===== config.mk =====
export PLATFORM = sky130hd
export DESIGN_NAME = memory_stage
export DESIGN_NICKNAME = d
export VERILOG_FILES = /design/src/rtl/mem_stage_pkg.sv /design/src/rtl/load_store_align.sv /design/src/rtl/memory_stage.sv
export SDC_FILE = /design/constraint.sdc
export NUM_CORES = 1
export LEC_CHECK = 0
export CAP_MARGIN = 40
export CORE_AREA = 2 2 288 290
export DETAILED_ROUTE_END_ITERATION = 10
export DIE_AREA = 0 0 290 292
export PLACE_DENSITY = 0.58
export REMOVE_ABC_BUFFERS = 1
export SYNTH_ARGS = -nofsm -noshare
export SYNTH_HDL_FRONTEND = slang
export SYNTH_HIERARCHICAL = 1
export SYNTH_SLANG_ARGS = --single-unit
export TNS_END_PERCENT = 100

===== constraint.sdc =====
create_clock -name i_clk -period 6.2 [get_ports i_clk]
set_input_delay 0.93 -clock i_clk [delete_from_list [all_inputs] [get_ports i_clk]]
set_output_delay 0.93 -clock i_clk [all_outputs]
set_load 0.03 [all_outputs]

===== src/rtl/mem_stage_pkg.sv =====
// Shared types and constants for the memory stage: FSM states, access sizes,
// funct3 load/store encodings and lane-offset helpers.
package mem_stage_pkg;

    typedef enum logic {
        S_IDLE   = 1'b0,
        S_ACCESS = 1'b1
    } state_e;

    localparam logic [1:0] SZ_B = 2'b00;
    localparam logic [1:0] SZ_H = 2'b01;
    localparam logic [1:0] SZ_W = 2'b10;
    localparam logic [1:0] SZ_D = 2'b11;

    localparam logic [2:0] F3_LB  = 3'b000;
    localparam logic [2:0] F3_LH  = 3'b001;
    localparam logic [2:0] F3_LW  = 3'b010;
    localparam logic [2:0] F3_LD  = 3'b011;
    localparam logic [2:0] F3_LBU = 3'b100;
    localparam logic [2:0] F3_LHU = 3'b101;
    localparam logic [2:0] F3_LWU = 3'b110;
    localparam logic [2:0] F3_SB  = 3'b000;
    localparam logic [2:0] F3_SH  = 3'b001;
    localparam logic [2:0] F3_SW  = 3'b010;
    localparam logic [2:0] F3_SD  = 3'b011;

    // Byte offset within the 8-byte beat, with the low bits dropped to the access size.
    function automatic logic [2:0] lane_offset(input logic [1:0] size, input logic [2:0] addr_lo);
        logic [2:0] off;
        case (size)
            SZ_B:    off = addr_lo;
            SZ_H:    off = {addr_lo[2:1], 1'b0};
            SZ_W:    off = {addr_lo[2], 2'b00};
            default: off = 3'b000;
        endcase
        return off;
    endfunction

    function automatic logic is_misaligned(input logic [1:0] size, input logic [2:0] addr_lo);
        return addr_lo != lane_offset(size, addr_lo);
    endfunction

endpackage


===== src/rtl/load_store_align.sv =====
// Combinational lane steering between the 64-bit data bus and the register file:
// store strobes/data placement and load lane extraction with sign/zero extension.
module load_store_align
    import mem_stage_pkg::*;
(
    input  logic [1:0]  i_size,
    input  logic        i_unsigned,
    input  logic [2:0]  i_offset,
    input  logic [63:0] i_rs2,
    input  logic [63:0] i_rdata,
    output logic [7:0]  o_wstrb,
    output logic [63:0] o_wdata,
    output logic [63:0] o_load_data
);

    logic [7:0]  w_size_mask;
    logic [63:0] w_shifted;
    logic        w_sext;

    always_comb begin
        case (i_size)
            SZ_B:    w_size_mask = 8'h01;
            SZ_H:    w_size_mask = 8'h03;
            SZ_W:    w_size_mask = 8'h0F;
            default: w_size_mask = 8'hFF;
        endcase
        o_wstrb   = w_size_mask << i_offset;
        o_wdata   = i_rs2 << {i_offset, 3'b000};
        w_shifted = i_rdata >> {i_offset, 3'b000};
        w_sext    = 1'b0;
        case (i_size)
            SZ_B: begin
                w_sext      = ~i_unsigned & w_shifted[7];
                o_load_data = {{56{w_sext}}, w_shifted[7:0]};
            end
            SZ_H: begin
                w_sext      = ~i_unsigned & w_shifted[15];
                o_load_data = {{48{w_sext}}, w_shifted[15:0]};
            end
            SZ_W: begin
                w_sext      = ~i_unsigned & w_shifted[31];
                o_load_data = {{32{w_sext}}, w_shifted[31:0]};
            end
            default: o_load_data = w_shifted;
        endcase
    end

endmodule


===== src/rtl/memory_stage.sv =====
// Pipeline memory stage: captures execute results, runs data-bus loads/stores with
// a ready handshake and timeout, resolves branches. Optional macro: MEM_MISALIGN_TRAP_EN.
//
// state    | meaning
// S_IDLE   | capture from execute when not stalled; non-memory ops retire here
// S_ACCESS | bus request held stable until ready or timeout; upstream stalled
module memory_stage
    import mem_stage_pkg::*;
#(
    parameter int TIMEOUT = 16
) (
    input  logic        i_clk,
    input  logic        i_rst,
    input  logic        i_stall,
    input  logic [31:0] i_instruction,
    input  logic [63:0] i_pc,
    input  logic [63:0] i_rs2_value,
    input  logic [63:0] i_alu_result,
    input  logic [63:0] i_jmp_addr,
    input  logic        i_alu_zero,
    input  logic        i_branch,
    input  logic        i_mem_write,
    input  logic        i_mem_read,
    input  logic        i_mem_to_reg,
    input  logic        i_reg_write,
    output logic        o_dmem_req,
    output logic        o_dmem_we,
    output logic [63:0] o_dmem_addr,
    output logic [63:0] o_dmem_wdata,
    output logic [7:0]  o_dmem_wstrb,
    input  logic        i_dmem_ready,
    input  logic [63:0] i_dmem_rdata,
    output logic        o_stall,
    output logic        o_pc_src,
    output logic [63:0] o_branch_target,
    output logic        o_wb_valid,
    output logic [31:0] o_instruction,
    output logic [4:0]  o_rd,
    output logic [63:0] o_alu_result,
    output logic [63:0] o_mem_data,
    output logic        o_mem_to_reg,
    output logic        o_reg_write,
    output logic        o_bus_error,
    output logic        o_misaligned
);

    localparam int CW = $clog2(TIMEOUT + 1);

    state_e      r_state;
    state_e      w_state_next;
    logic [CW-1:0] r_count;

    logic [31:0] r_instr;
    logic [63:0] r_addr;
    logic [63:0] r_rs2;
    logic        r_is_store;
    logic        r_mem_to_reg;
    logic        r_reg_write;

    logic        r_pc_src;
    logic [63:0] r_branch_target;
    logic        r_wb_valid;
    logic [31:0] r_wb_instr;
    logic [63:0] r_wb_alu;
    logic [63:0] r_wb_mem_data;
    logic        r_wb_mem_to_reg;
    logic        r_wb_reg_write;
    logic        r_bus_error;
    logic        r_misaligned;

    logic        w_capture;
    logic        w_mem_op;
    logic        w_trap;
    logic        w_expire;
    logic        w_done;
    logic [2:0]  w_offset;
    logic [7:0]  w_wstrb;
    logic [63:0] w_wdata;
    logic [63:0] w_load_data;
    logic        w_unused;

    assign w_unused  = ^i_pc;
    assign w_capture = (r_state == S_IDLE) && !i_stall;
    assign w_mem_op  = i_mem_read | i_mem_write;
    assign w_expire  = (r_count == CW'(TIMEOUT - 1));
    assign w_done    = (r_state == S_ACCESS) && (i_dmem_ready || w_expire);
    assign w_offset  = lane_offset(r_instr[13:12], r_addr[2:0]);

`ifdef MEM_MISALIGN_TRAP_EN
    assign w_trap = w_mem_op & is_misaligned(i_instruction[13:12], i_alu_result[2:0]);
`else
    assign w_trap = 1'b0;
`endif

    load_store_align u_align (
        .i_size      (r_instr[13:12]),
        .i_unsigned  (r_instr[14]),
        .i_offset    (w_offset),
        .i_rs2       (r_rs2),
        .i_rdata     (i_dmem_rdata),
        .o_wstrb     (w_wstrb),
        .o_wdata     (w_wdata),
        .o_load_data (w_load_data)
    );

    always_ff @(posedge i_clk) begin
        if (i_rst) r_state <= S_IDLE;
        else       r_state <= w_state_next;
    end

    always_comb begin
        w_state_next = r_state;
        case (r_state)
            S_IDLE:   if (w_capture && w_mem_op && !w_trap) w_state_next = S_ACCESS;
            S_ACCESS: if (i_dmem_ready || w_expire)         w_state_next = S_IDLE;
            default:  w_state_next = S_IDLE;
        endcase
    end

    always_comb begin
        o_stall      = 1'b0;
        o_dmem_req   = 1'b0;
        o_dmem_we    = 1'b0;
        o_dmem_addr  = '0;
        o_dmem_wdata = '0;
        o_dmem_wstrb = '0;
        if (r_state == S_ACCESS) begin
            o_stall      = 1'b1;
            o_dmem_req   = 1'b1;
            o_dmem_we    = r_is_store;
            o_dmem_addr  = {r_addr[63:3], 3'b000};
            o_dmem_wdata = w_wdata;
            o_dmem_wstrb = w_wstrb;
        end
    end

    // Counts ACCESS cycles without ready; cleared whenever the FSM is not waiting.
    always_ff @(posedge i_clk) begin
        if (i_rst)
            r_count <= '0;
        else if ((r_state == S_ACCESS) && !i_dmem_ready && !w_expire)
            r_count <= r_count + 1'b1;
        else
            r_count <= '0;
    end

    always_ff @(posedge i_clk) begin
        if (i_rst) begin
            r_instr         <= '0;
            r_addr          <= '0;
            r_rs2           <= '0;
            r_is_store      <= 1'b0;
            r_mem_to_reg    <= 1'b0;
            r_reg_write     <= 1'b0;
            r_pc_src        <= 1'b0;
            r_branch_target <= '0;
            r_wb_valid      <= 1'b0;
            r_wb_instr      <= '0;
            r_wb_alu        <= '0;
            r_wb_mem_data   <= '0;
            r_wb_mem_to_reg <= 1'b0;
            r_wb_reg_write  <= 1'b0;
            r_bus_error     <= 1'b0;
            r_misaligned    <= 1'b0;
        end else begin
            r_pc_src     <= 1'b0;
            r_wb_valid   <= 1'b0;
            r_bus_error  <= 1'b0;
            r_misaligned <= 1'b0;
            if (w_capture) begin
                r_instr         <= i_instruction;
                r_addr          <= i_alu_result;
                r_rs2           <= i_rs2_value;
                r_is_store      <= i_mem_write;
                r_mem_to_reg    <= i_mem_to_reg;
                r_reg_write     <= i_reg_write;
                r_pc_src        <= i_branch & i_alu_zero;
                r_branch_target <= i_jmp_addr;
                if (!w_mem_op || w_trap) begin
                    r_wb_valid      <= 1'b1;
                    r_wb_instr      <= i_instruction;
                    r_wb_alu        <= i_alu_result;
                    r_wb_mem_to_reg <= i_mem_to_reg;
                    r_wb_reg_write  <= i_reg_write & !w_trap;
                    r_misaligned    <= w_trap;
                end
            end else if (w_done) begin
                r_wb_valid      <= 1'b1;
                r_wb_instr      <= r_instr;
                r_wb_alu        <= r_addr;
                r_wb_mem_to_reg <= r_mem_to_reg;
                // Ready on the expiring cycle still counts as success.
                r_wb_reg_write  <= r_reg_write & !r_is_store & i_dmem_ready;
                r_bus_error     <= !i_dmem_ready;
                if (i_dmem_ready && !r_is_store)
                    r_wb_mem_data <= w_load_data;
            end
        end
    end

    assign o_pc_src        = r_pc_src;
    assign o_branch_target = r_branch_target;
    assign o_wb_valid      = r_wb_valid;
    assign o_instruction   = r_wb_instr;
    assign o_rd            = r_wb_instr[11:7];
    assign o_alu_result    = r_wb_alu;
    assign o_mem_data      = r_wb_mem_data;
    assign o_mem_to_reg    = r_wb_mem_to_reg;
    assign o_reg_write     = r_wb_reg_write;
    assign o_bus_error     = r_bus_error;
    assign o_misaligned    = r_misaligned;

endmodule


==> run_results.csv <==
group,metric,value,unit
status,status,"completed",
cts,cts.sinks,398,
floorplan,dieHeight,292,µm
detailed_routing,vias,18280,
setup_path,startpoint_type,"flop",
detailed_routing,postRouteAntennaNets,0,
floorplan,fp.dieW,290,µm
sta,worst_slack,1314,ps
synth,synth-edff-count,0,
sta,tightest_slew,1212,ps
cts,clock_path_buffers,3,
setup_path,path_cells,"nor3b_2, buf_12, o21ai_0, mux2i_1, and2_1, clkdlybuf4s50_1",
synth,syn_area,0.01911,mm²
sta,drv_slew,0,
setup_path,path_delay_family,"buffers and inverters",
synth,synth_top_cell_area_share,41.70,%
synth,synthFlopType,"dfxtp_1",
job,cap_violations,0,
floorplan,row_count,105,
floorplan,core_area,0.08158,mm²
cts,cts-buffers-inserted,48,
placement,portBuffers,667,
placement,dp_hpwl,50770,µm
detailed_routing,drc,0,
detailed_routing,drt-total-wl,74750,µm
detailed_routing,drt-pass1-iter-count,4,
synth,ys_ff_latch,398,
setup_path,crit_arrival,3960,ps
floorplan,die-area,0.08468,mm²
sta,rsz0062_at_grt,"no",
setup_path,critPathMaxStageDelay,700,ps
sta,fin_skew,19.13,ps
setup_path,critPathMaxFanout,190,
synth,synth_top_family_by_area,"simple AND/OR/NAND/NOR gates",
placement,gp_congestion,0.8298,
setup_path,required,5270,ps
grt,antenna_found_initial,7,
power,p_leak,10.19,nW
grt,overflow,0,
detailed_routing,routedWlPerCell,19.02,µm
sta,setup_viol,0,
synth,synth_fa_ha_area_share,0.1310,%
worst_hold_path,min_path_type,"flop to flop",
cts,holdBufCountCts,0,
grt,grt_max_degree,191,
synth,seq_area_frac_synth,41.70,%
power,finalPower,7.398,mW
grt,grt_pass1_vias,17570,
finish,fin_nets,3184,
floorplan,num_io_pins,736,
sta,min_period,4886,ps
sta,slew_headroom,19.22,%
synth,synth_mux_area_share,15.72,%
sta,fmax,0.2047,GHz
cts,cts_tree,"yes",
detailed_routing,initialDrtViolationCount,1025,
finish,layout-drive-gt1-share,7.003,%
finish,multi_input_area,0.01003,mm²
synth,synth-compound-area-share,13.61,%
sta,fin_setup_tns,0,ps
finish,seqCellArea,0.007973,mm²
synth,synth_cell_types,54,
detailed_routing,vias_per_cell,4.650,
finish,fillers,8565,
synth,syn_inst,2293,
synth,ys_top_cells_by_area,"dfxtp_1 (42%), mux2i_1 (11%), nand2_1 (9.0%), a21oi_1 (5.8%), and2_1 (4.6%)",
cts,h-tree-depth,2,
grt,grt_usage,16.83,%
power,powerDensity,263.7,mW/mm²
setup_path,critPathKind,"flop to output port",
synth,synthSimpleGateAreaFrac,22.60,%
synth,yosys.area_share.xor_xnor,0.09168,%
sta,finalCritPeriodShare,78.81,%
synth,post_synth.cell_area_avg,8.333,µm²
synth,synthArstFlopShare,0,%
setup_path,crit_buf_inv,2,
placement,pre_cts_ws,1981,ps
synth,synth_warnings,6,
power,vdd_drop_max,186.3,µV
finish,syn2layout_area_growth,46.82,%
sta,hold_violations,0,
grt,grt_pass1_wl,112000,µm
cts,cts_resized,0,
cts,cts_root_buf,"clkbuf_16",
synth,yosysMostFrequentCell,"nand2_1",
cts,path_clk_slew,60,ps
floorplan,start_util,23.42,%
cts,post_cts_buffers,0,
synth,yosys-top-cells-count,"nand2_1 (459), dfxtp_1 (398), a21oi_1 (222)",
setup_path,cp_slowest_cell,"clkdlybuf4s50_1",
synth,yosys.area.top_type,"dfxtp_1",
cts,clkLatencyLatePin,580,ps
setup_path,cp-end-kind,"output port",
-- layout make-up --
class                   instances  area share (%)
diodes                          4         0.03568
clock buffers                  71           4.946
clock inverters                15          0.7805
inverters                       3         0.04014
multi-input cells            1664           35.77
flip-flops and latches        398           28.42
well taps                    1070           4.772
repair buffers                705           25.24
-- where the power goes --
part / total, mW / internal, mW / switching [mW]
logic: 1.63 / 0.711 / 0.923
registers: 2.85 / 2.73 / 0.121
clock network: 2.91 / 1.72 / 1.19
-- routing by layer --
layer,share of wire [%],GRT usage [%],vias up
met5,0.029,0,-
met4,2.8,5.272,4
met3,8.3,5.427,108
met2,45,26.79,632
met1,44,21.55,8594
li1,-,-,8937
-- worst register-to-register path, stage by stage, from the launching register on --
cell	delay, ps
dfxtp_2	530
nor3b_2	380
nor2b_4	810
a22oi_2	200
nand4_1	130
buf_4	520
o21ai_0	230
nand2_1	110
a21oi_1	70
-- placed cells by master (no fill, tap or decap), types with 10 or more instances in the layout --
cell             Yosys  final
nor3_1             101    101
dfxtp_1            398    396
buf_4               35     27
a211oi_1           100    100
o21ai_0             41     41
nand4_1             34     34
and2_1             142    142
nand3_1             20     20
mux4_2              13     13
clkbuf_1           117     13
clkdlybuf4s50_1      0    666
mux2i_1            201    201
nor2b_1             14     11
nor2_1             163    162
nand2_1            459    459
o22ai_1             17     17
clkbuf_8             0     10
mux2_2              48     48
clkbuf_16            0     48
o2bb2ai_1           16     16
a21oi_1            222    222
-- cell families after synthesis --
group,count (synthesis)
AOI/OAI and AO/OA,430
xor gates and xnor gates,2
adders and majority gates,2
buffers and inverters,234
DFF,398
muxes,271
other,1
and+or+nand+nor,955
-- through the flow --
stage	hold slack (ps)	area, µm²	util (%)	instances
6_report	444.1	28050	34.39	3930
5_1_grt	469.4	28050	34.38	3929
4_1_cts	451.6	28040	34.37	3926
3_5_place_dp	437.3	26440	32.40	3840
3_3_place_gp	433.8	26330	32.27	3832
2_1_floorplan	417.9	17960	-	2065
-- path summary, 6_finish.rpt --
check,start,endpoint,slack [ps],depth (start not counted)
worst max register to register,r_instr[13],o_mem_data[11],3070,8
worst max-delay path,r_instr[13],o_dmem_wdata[51],1310,6
worst min register to register,r_count[0],r_count[0],440,1
worst min-delay path,r_count[0],r_count[0],440,1
Power figures use the tool's default switching activity.
